--- config.mk ---
export PLATFORM = sky130hd
export DESIGN_NAME = join_chain_ctrl
export DESIGN_NICKNAME = d
export VERILOG_FILES = /design/src/rtl/join_chain_ctrl_pkg.sv /design/src/rtl/join_result_fifo.sv /design/src/rtl/join_chain_ctrl.sv
export SDC_FILE = /design/constraint.sdc
export NUM_CORES = 2
export LEC_CHECK = 0
export ABC_CLOCK_PERIOD_IN_PS = 8760
export CAP_MARGIN = 10
export CORE_MARGIN = 2
export CORE_UTILIZATION = 30
export CTS_CLUSTER_SIZE = 20
export DETAILED_ROUTE_END_ITERATION = 10
export PLACE_DENSITY = 0.52
export SYNTH_ARGS = -nofsm -noshare
export SYNTH_HDL_FRONTEND = slang
export SYNTH_HIERARCHICAL = 1
export SYNTH_SLANG_ARGS = --single-unit
--- constraint.sdc ---
create_clock -name aclk -period 8.76 [get_ports aclk]
set_input_delay 2.19 -clock aclk [delete_from_list [all_inputs] [get_ports aclk]]
set_output_delay 2.19 -clock aclk [all_outputs]
set_load 0.1 [all_outputs]
--- src/rtl/join_chain_ctrl_pkg.sv ---
// Shared definitions for the join chain head/tail controller:
// controller state encoding, valid-bit index helper and default tuple widths.

`ifndef PARA_STREAM_TUPLE_WIDTH
`define PARA_STREAM_TUPLE_WIDTH 65
`endif
`ifndef PARA_WINDOW_TUPLE_WIDTH
`define PARA_WINDOW_TUPLE_WIDTH 65
`endif
`ifndef PARA_RESULT_PAIR_WIDTH
`define PARA_RESULT_PAIR_WIDTH 65
`endif

package join_chain_ctrl_pkg;

  typedef enum logic [2:0] {
    ST_IDLE     = 3'd0,
    ST_RUN      = 3'd1,
    ST_DRAIN    = 3'd2,
    ST_CLEAR    = 3'd3,
    ST_WAIT_CLR = 3'd4
  } ctrl_state_e;

  // Chain tuples carry their valid flag in the MSB.
  function automatic int valid_idx(input int width);
    return width - 1;
  endfunction

endpackage

--- src/rtl/join_result_fifo.sv ---
// Synchronous result FIFO with occupancy count. Pushes while full and pops
// while empty are ignored; the caller decides what a dropped push means.

module join_result_fifo #(
  parameter  int WIDTH = 64,
  parameter  int DEPTH = 16,
  localparam int AW    = $clog2(DEPTH),
  localparam int CW    = AW + 1
) (
  input  logic             aclk,
  input  logic             aresetn,
  input  logic             push,
  input  logic [WIDTH-1:0] push_data,
  input  logic             pop,
  output logic [WIDTH-1:0] pop_data,
  output logic [CW-1:0]    count,
  output logic             full,
  output logic             empty
);

  logic [WIDTH-1:0] mem [DEPTH];
  logic [AW-1:0]    wr_ptr;
  logic [AW-1:0]    rd_ptr;
  logic [CW-1:0]    count_q;
  logic             do_push;
  logic             do_pop;

  assign full     = (count_q == CW'(DEPTH));
  assign empty    = (count_q == '0);
  assign do_push  = push & ~full;
  assign do_pop   = pop & ~empty;
  assign pop_data = mem[rd_ptr];
  assign count    = count_q;

  // Storage, pointers and occupancy; pointers wrap naturally (power-of-2 depth).
  always_ff @(posedge aclk or negedge aresetn) begin
    if (!aresetn) begin
      wr_ptr  <= '0;
      rd_ptr  <= '0;
      count_q <= '0;
      for (int i = 0; i < DEPTH; i++) mem[i] <= '0;
    end else begin
      if (do_push) begin
        mem[wr_ptr] <= push_data;
        wr_ptr      <= wr_ptr + 1'b1;
      end
      if (do_pop) rd_ptr <= rd_ptr + 1'b1;
      case ({do_push, do_pop})
        2'b10:   count_q <= count_q + 1'b1;
        2'b01:   count_q <= count_q - 1'b1;
        default: count_q <= count_q;
      endcase
    end
  end

endmodule

--- src/rtl/join_chain_ctrl.sv ---
// Head/tail controller for a linear chain of join core stages.
// Feeds stream/window tuples into stage 0, collects result pairs from the
// last stage into a FIFO, throttles the tail via feedback, and sequences a
// flush-and-clear of the chain on request.
// Optional build macro: JOIN_CTRL_STATS_EN adds saturating statistics outputs.
//
// state    | meaning
// ---------+--------------------------------------------------------------
// IDLE     | just out of reset or flush finished; moves to RUN next cycle
// RUN      | accepting inputs into the head registers
// DRAIN    | inputs closed; waiting for 2*STAGE_NUM consecutive quiet cycles
// CLEAR    | one-cycle clear pulse into stage 0
// WAIT_CLR | STAGE_NUM+1 cycles for the clear to ripple; flush_done on last

module join_chain_ctrl
  import join_chain_ctrl_pkg::*;
#(
  parameter int STREAM_TUPLE_WIDTH = `PARA_STREAM_TUPLE_WIDTH,
  parameter int WINDOW_TUPLE_WIDTH = `PARA_WINDOW_TUPLE_WIDTH,
  parameter int RESULT_PAIR_WIDTH  = `PARA_RESULT_PAIR_WIDTH,
  parameter int STAGE_NUM          = 16,
  parameter int RESULT_FIFO_DEPTH  = 16,
  parameter int STALL_MARGIN       = 4
) (
  input  logic                          aclk,
  input  logic                          aresetn,
  input  logic [STREAM_TUPLE_WIDTH-2:0] s_stream_tdata,
  input  logic                          s_stream_tvalid,
  output logic                          s_stream_tready,
  input  logic [WINDOW_TUPLE_WIDTH-2:0] s_window_tdata,
  input  logic                          s_window_tvalid,
  output logic                          s_window_tready,
  output logic [STREAM_TUPLE_WIDTH-1:0] stream_tuple_head,
  input  logic                          stream_stage_full_head,
  output logic                          stream_stage_clear_head,
  output logic [WINDOW_TUPLE_WIDTH-1:0] window_tuple_head,
  input  logic                          window_stage_full_head,
  input  logic [RESULT_PAIR_WIDTH-1:0]  result_pair_tail,
  output logic                          result_stage_feedback_tail,
  output logic [RESULT_PAIR_WIDTH-2:0]  m_result_tdata,
  output logic                          m_result_tvalid,
  input  logic                          m_result_tready,
  input  logic                          flush_req,
  output logic                          flush_done,
  output logic                          err_overflow
`ifdef JOIN_CTRL_STATS_EN
  ,
  output logic [31:0]                   stat_stream_cnt,
  output logic [31:0]                   stat_window_cnt,
  output logic [31:0]                   stat_result_cnt,
  output logic [31:0]                   stat_stall_cycles
`endif
);

  localparam int SV = valid_idx(STREAM_TUPLE_WIDTH);
  localparam int WV = valid_idx(WINDOW_TUPLE_WIDTH);
  localparam int RV = valid_idx(RESULT_PAIR_WIDTH);
  localparam int CW = $clog2(RESULT_FIFO_DEPTH) + 1;
  localparam int QW = $clog2(2 * STAGE_NUM + 1);
  localparam int TW = $clog2(STAGE_NUM + 1);

  localparam logic [CW-1:0] STALL_THRESH = CW'(RESULT_FIFO_DEPTH - STALL_MARGIN);
  localparam logic [QW-1:0] QUIET_LAST   = QW'(2 * STAGE_NUM - 1);
  localparam logic [QW-1:0] QUIET_MAX    = QW'(2 * STAGE_NUM);
  localparam logic [TW-1:0] WAIT_LOAD    = TW'(STAGE_NUM);

  ctrl_state_e state_q, state_d;

  logic [STREAM_TUPLE_WIDTH-1:0] stream_head_q;
  logic [WINDOW_TUPLE_WIDTH-1:0] window_head_q;
  logic                          stream_consumed;
  logic                          window_consumed;
  logic                          stream_load;
  logic                          window_load;
  logic                          run_state;
  logic [QW-1:0]                 quiet_cnt_q;
  logic [TW-1:0]                 wait_cnt_q;
  logic                          quiet;
  logic [CW-1:0]                 fifo_count;
  logic                          fifo_full;
  logic                          fifo_empty;
  logic                          result_valid;

  assign stream_consumed = stream_head_q[SV] & ~stream_stage_full_head;
  assign window_consumed = window_head_q[WV] & ~window_stage_full_head;

  // flush_req closes the inputs in the same cycle it is seen, before DRAIN.
  assign s_stream_tready = run_state & ~flush_req & (~stream_head_q[SV] | stream_consumed);
  assign s_window_tready = run_state & ~flush_req & (~window_head_q[WV] | window_consumed);
  assign stream_load     = s_stream_tvalid & s_stream_tready;
  assign window_load     = s_window_tvalid & s_window_tready;

  assign stream_tuple_head = stream_head_q;
  assign window_tuple_head = window_head_q;

  assign result_valid    = result_pair_tail[RV];
  assign m_result_tvalid = ~fifo_empty;

  assign quiet = ~stream_head_q[SV] & ~window_head_q[WV] & ~result_valid & fifo_empty;

  // Head registers: load on accept, empty out on consumption.
  always_ff @(posedge aclk or negedge aresetn) begin
    if (!aresetn) begin
      stream_head_q <= '0;
      window_head_q <= '0;
    end else begin
      if (stream_load)          stream_head_q <= {1'b1, s_stream_tdata};
      else if (stream_consumed) stream_head_q <= '0;
      if (window_load)          window_head_q <= {1'b1, s_window_tdata};
      else if (window_consumed) window_head_q <= '0;
    end
  end

  join_result_fifo #(
    .WIDTH (RESULT_PAIR_WIDTH - 1),
    .DEPTH (RESULT_FIFO_DEPTH)
  ) u_result_fifo (
    .aclk      (aclk),
    .aresetn   (aresetn),
    .push      (result_valid),
    .push_data (result_pair_tail[RV-1:0]),
    .pop       (m_result_tready),
    .pop_data  (m_result_tdata),
    .count     (fifo_count),
    .full      (fifo_full),
    .empty     (fifo_empty)
  );

  // Sticky overflow flag and registered stall feedback toward the chain tail.
  always_ff @(posedge aclk or negedge aresetn) begin
    if (!aresetn) begin
      err_overflow               <= 1'b0;
      result_stage_feedback_tail <= 1'b0;
    end else begin
      if (result_valid & fifo_full) err_overflow <= 1'b1;
      result_stage_feedback_tail <= (fifo_count >= STALL_THRESH);
    end
  end

  // Quiet up-counter for DRAIN and clear-ripple down-counter for WAIT_CLR.
  always_ff @(posedge aclk or negedge aresetn) begin
    if (!aresetn) begin
      quiet_cnt_q <= '0;
      wait_cnt_q  <= '0;
    end else begin
      if (state_q != ST_DRAIN || !quiet) quiet_cnt_q <= '0;
      else if (quiet_cnt_q != QUIET_MAX) quiet_cnt_q <= quiet_cnt_q + 1'b1;

      if (state_q == ST_CLEAR) wait_cnt_q <= WAIT_LOAD;
      else if (state_q == ST_WAIT_CLR && wait_cnt_q != '0) wait_cnt_q <= wait_cnt_q - 1'b1;
    end
  end

  // State register.
  always_ff @(posedge aclk or negedge aresetn) begin
    if (!aresetn) state_q <= ST_IDLE;
    else          state_q <= state_d;
  end

  // Next-state and per-state outputs.
  always_comb begin
    state_d                 = state_q;
    run_state               = 1'b0;
    stream_stage_clear_head = 1'b0;
    flush_done              = 1'b0;
    case (state_q)
      ST_IDLE:  state_d = ST_RUN;
      ST_RUN: begin
        run_state = 1'b1;
        if (flush_req) state_d = ST_DRAIN;
      end
      // Leave as the counter would reach 2*STAGE_NUM at this edge.
      ST_DRAIN: if (quiet && quiet_cnt_q == QUIET_LAST) state_d = ST_CLEAR;
      ST_CLEAR: begin
        stream_stage_clear_head = 1'b1;
        state_d                 = ST_WAIT_CLR;
      end
      ST_WAIT_CLR: begin
        if (wait_cnt_q == '0) begin
          flush_done = 1'b1;
          state_d    = ST_IDLE;
        end
      end
      default: state_d = ST_IDLE;
    endcase
  end

`ifdef JOIN_CTRL_STATS_EN
  // Saturating statistics counters.
  always_ff @(posedge aclk or negedge aresetn) begin
    if (!aresetn) begin
      stat_stream_cnt   <= '0;
      stat_window_cnt   <= '0;
      stat_result_cnt   <= '0;
      stat_stall_cycles <= '0;
    end else begin
      if (stream_consumed && stat_stream_cnt != '1) stat_stream_cnt <= stat_stream_cnt + 1'b1;
      if (window_consumed && stat_window_cnt != '1) stat_window_cnt <= stat_window_cnt + 1'b1;
      if (m_result_tvalid && m_result_tready && stat_result_cnt != '1)
        stat_result_cnt <= stat_result_cnt + 1'b1;
      if (result_stage_feedback_tail && stat_stall_cycles != '1)
        stat_stall_cycles <= stat_stall_cycles + 1'b1;
    end
  end
`endif

endmodule

==> run summary <==
Outcome: finished, final reports clean
Share of layout cells above drive strength 1: 34.5%
Final wirelength: 154 mm
Flop-to-flop setup slack: 5.03 ns
# rows: 156
Main synth FF type: dfrtp_1
CP Class: register to output pin
Total GRT Usage: 16.5%
Clk slew on worst S/H paths: 0.06 ns
Via-to-Cell Ratio: 4.93
Worst endpoint required time: 6.57 ns
Max H-tree Level: 4
Area Growth Syn to Fin: 19.1%
Largest net degree at the start of global routing: 149
Starting Density: 30.2%
Final nets: 4336
Max Fclk: 142 MHz
Slew HR: 19.8%
MaxCap Viol Count: 0
Core ar.: 0.181 sq mm
# setup viols final: 0
Leak Pwr: 29.8 nW
Leading area contributor after synthesis: dfrtp_1
CTS root buf: clkbuf_16
Design Area, Final: 0.0650 sq mm
Placer Congestion: 0.735
Wirelength per Cell: 23.3 microns
Crit. End Element: output pin
Ys async rst share: 100%
Antenna violations before repair: 18
Worst-skew pair later-pin latency: 0.77 ns
Syn Area/Cell: 14.3 sq um
Register area share after synthesis: 54.2%
Io pins: 402
DRT Pass-1 Iters: 5
Drt initial violations: 1682
Vias in the first global route: 34600
Post-route ant nets: 0
Yosys warnings: 6
Top cells by area, synth: dfrtp_1, mux2_2, mux2i_1, mux4_2, buf_6
CTS tree: built
IO buf count: 401
CP Buf/Inv Count: 2
Slew Limit Fails: 0
Post-CTS setup buffers: 0
CTS max path bufs: 3
Clk sinks: 1183
Chip width: 431 microns
Critical path's largest stage delay: 1.03 ns
DP Wirelength: 86.8 mm
Crit path time final: 7.02 ns
Gates resized, CTS repair: 0
Worst VDD drop: 0.000488 V
#FFs+latches synth: 1183
Die area: 0.185 sq mm
Dpl cell area: 0.0602 sq mm
Most numerous cell in the Yosys netlist: dfrtp_1
Cell area after synthesis: 0.0546 sq mm
Final Hold Viols: 0
Worst-path cell chain: nor2b_4 > buf_4 > a221oi_1 > a22oi_1 > nand2_1 > clkdlybuf4s50_1
Worst Clk Skew: 0.0352 ns
Top cells by count, synth: dfrtp_1, mux2_2, mux2i_1
Synth Net Count: 4036
Hold-fix buffers, CTS: 0
Power density cells: 412 mW/mm^2
TritonCTS buffer count: 143
Worst-margin pin slew: 1.20 ns
Netlist cell types: 52
Post-Synthesis Cells: 3822
CP startpoint kind: register
Congestion Overflow GR: 0
First-pass GRT wire length: 231 mm
Yosys top cell area share: 54.2%
Worst Path Max Fanout: 35
CP top delay family: buffers and inverters
Hold Path Class: register to register
Post-route setup TNS: 0 ns
Via count: 32600
Unrepaired setup endpoints after global routing: no
Tcrit/Tclk final: 80.2%
Post-synth EDFFs: 0
Worst-path cell with the longest stage delay: clkdlybuf4s50_1
Crit path DAT: 4.83 ns
Number of remaining DRC errors: 0
Die height: 431 microns
cells by family after synthesis:
| group | after synthesis | synth area share [%] |
|---|---|---|
| muxes | 1538 | 34.0 |
| DFF | 1183 | 54.2 |
| buffers and inverters | 452 | 4.64 |
| AOI/OAI and AO/OA | 347 | 3.98 |
| and+or+nand+nor | 276 | 2.58 |
| xor gates and xnor gates | 13 | 0.209 |
| adders and majority gates | 13 | 0.312 |
power breakdown:
group          switching, mW  total [mW]  internal (mW)
registers               1.24        8.99           7.75
clock network           2.41        6.01           3.60
logic                   6.95        11.8           4.83
per-stage QoR:
stage	total power [mW]	worst slack, ns	util, %	std cells	hold slack (ns)
final	26.8	1.74	36.0	6603	0.461
after global routing	28.2	1.50	36.0	6602	0.478
after CTS	27.2	1.55	36.0	6602	0.462
after detailed placement	21.0	1.95	33.3	6347	0.447
after global placement	20.8	1.97	33.3	6347	0.443
after floorplan	17.8	3.34	-	3822	0.459
cell usage in the layout, fill, tap and decap left out, drive strengths merged, types with 3 or more instances in the layout:
master,count
clkinv,22
buf,62
mux2i,320
nand2b,6
nor2,6
clkbuf,215
nand2,208
xor2,5
bufinv,8
mux4,128
nand3,22
a22oi,65
xnor2,8
a21oi,72
clkdlybuf4s50,399
a21o,3
inv,154
dfrtp,1183
o21ai,135
ha,12
and2,4
nor2b,9
mux2,1090
nand4,5
a221oi,66
path summary, 6_finish.rpt:
kind | from | end | depth (start not counted)
min in group asynchronous | aresetn | u_result_fifo/mem[818]$_DFFE_PN0P_ | 1
worst min register to register | err_overflow$_DFFE_PN0P_ | err_overflow$_DFFE_PN0P_ | 1
worst max-delay path | u_result_fifo/rd_ptr[2]$_DFFE_PN0P_ | m_result_tdata[30] | 6
worst min-delay path | err_overflow$_DFFE_PN0P_ | err_overflow$_DFFE_PN0P_ | 1
worst max register to register | u_result_fifo/count[0]$_DFFE_PN0P_ | u_result_fifo/mem[531]$_DFFE_PN0P_ | 6
max in group asynchronous | aresetn | u_result_fifo/mem[555]$_DFFE_PN0P_ | 3
cell type report:
| cell class | count | area, sq um |
|---|---|---|
| repair buffers | 461 | 4600 |
| fillers | 17400 | 116000 |
| well taps | 2370 | 2970 |
| inverters | 146 | 548 |
| diodes | 1 | 2.50 |
| multi-input cells | 2187 | 22500 |
| clock buffers | 215 | 4250 |
| flip-flops and latches | 1183 | 29600 |
| clock inverters | 40 | 524 |
flip-flops by register name, summed over array words and instances (netlist names), 4 cells and up:
register and flops:
quiet_cnt_q 6, u_result_fifo/mem 1024, wait_cnt_q 5, u_result_fifo/rd_ptr 4, stream_tuple_head 65, u_result_fifo/count 5
window_tuple_head 65, u_result_fifo/wr_ptr 4
worst register-to-register path, delay by kind of cell (launching register included):
kind                   cells  cell delay (ns)
buffers and inverters      1             0.70
DFF                        1             0.43
muxes                      1             0.42
and+or+nand+nor            4             2.06
per-layer routing:
layer  vias up  track usage, %  part of all wire [%]
met5         -               0                 0.034
met4         8            4.04                   2.1
met3       231            3.67                   4.6
met2       575            28.0                    49
met1     17300            21.2                    44
li1      14400               -                     -
No activity file was read; power rests on OpenSTA's default activity.
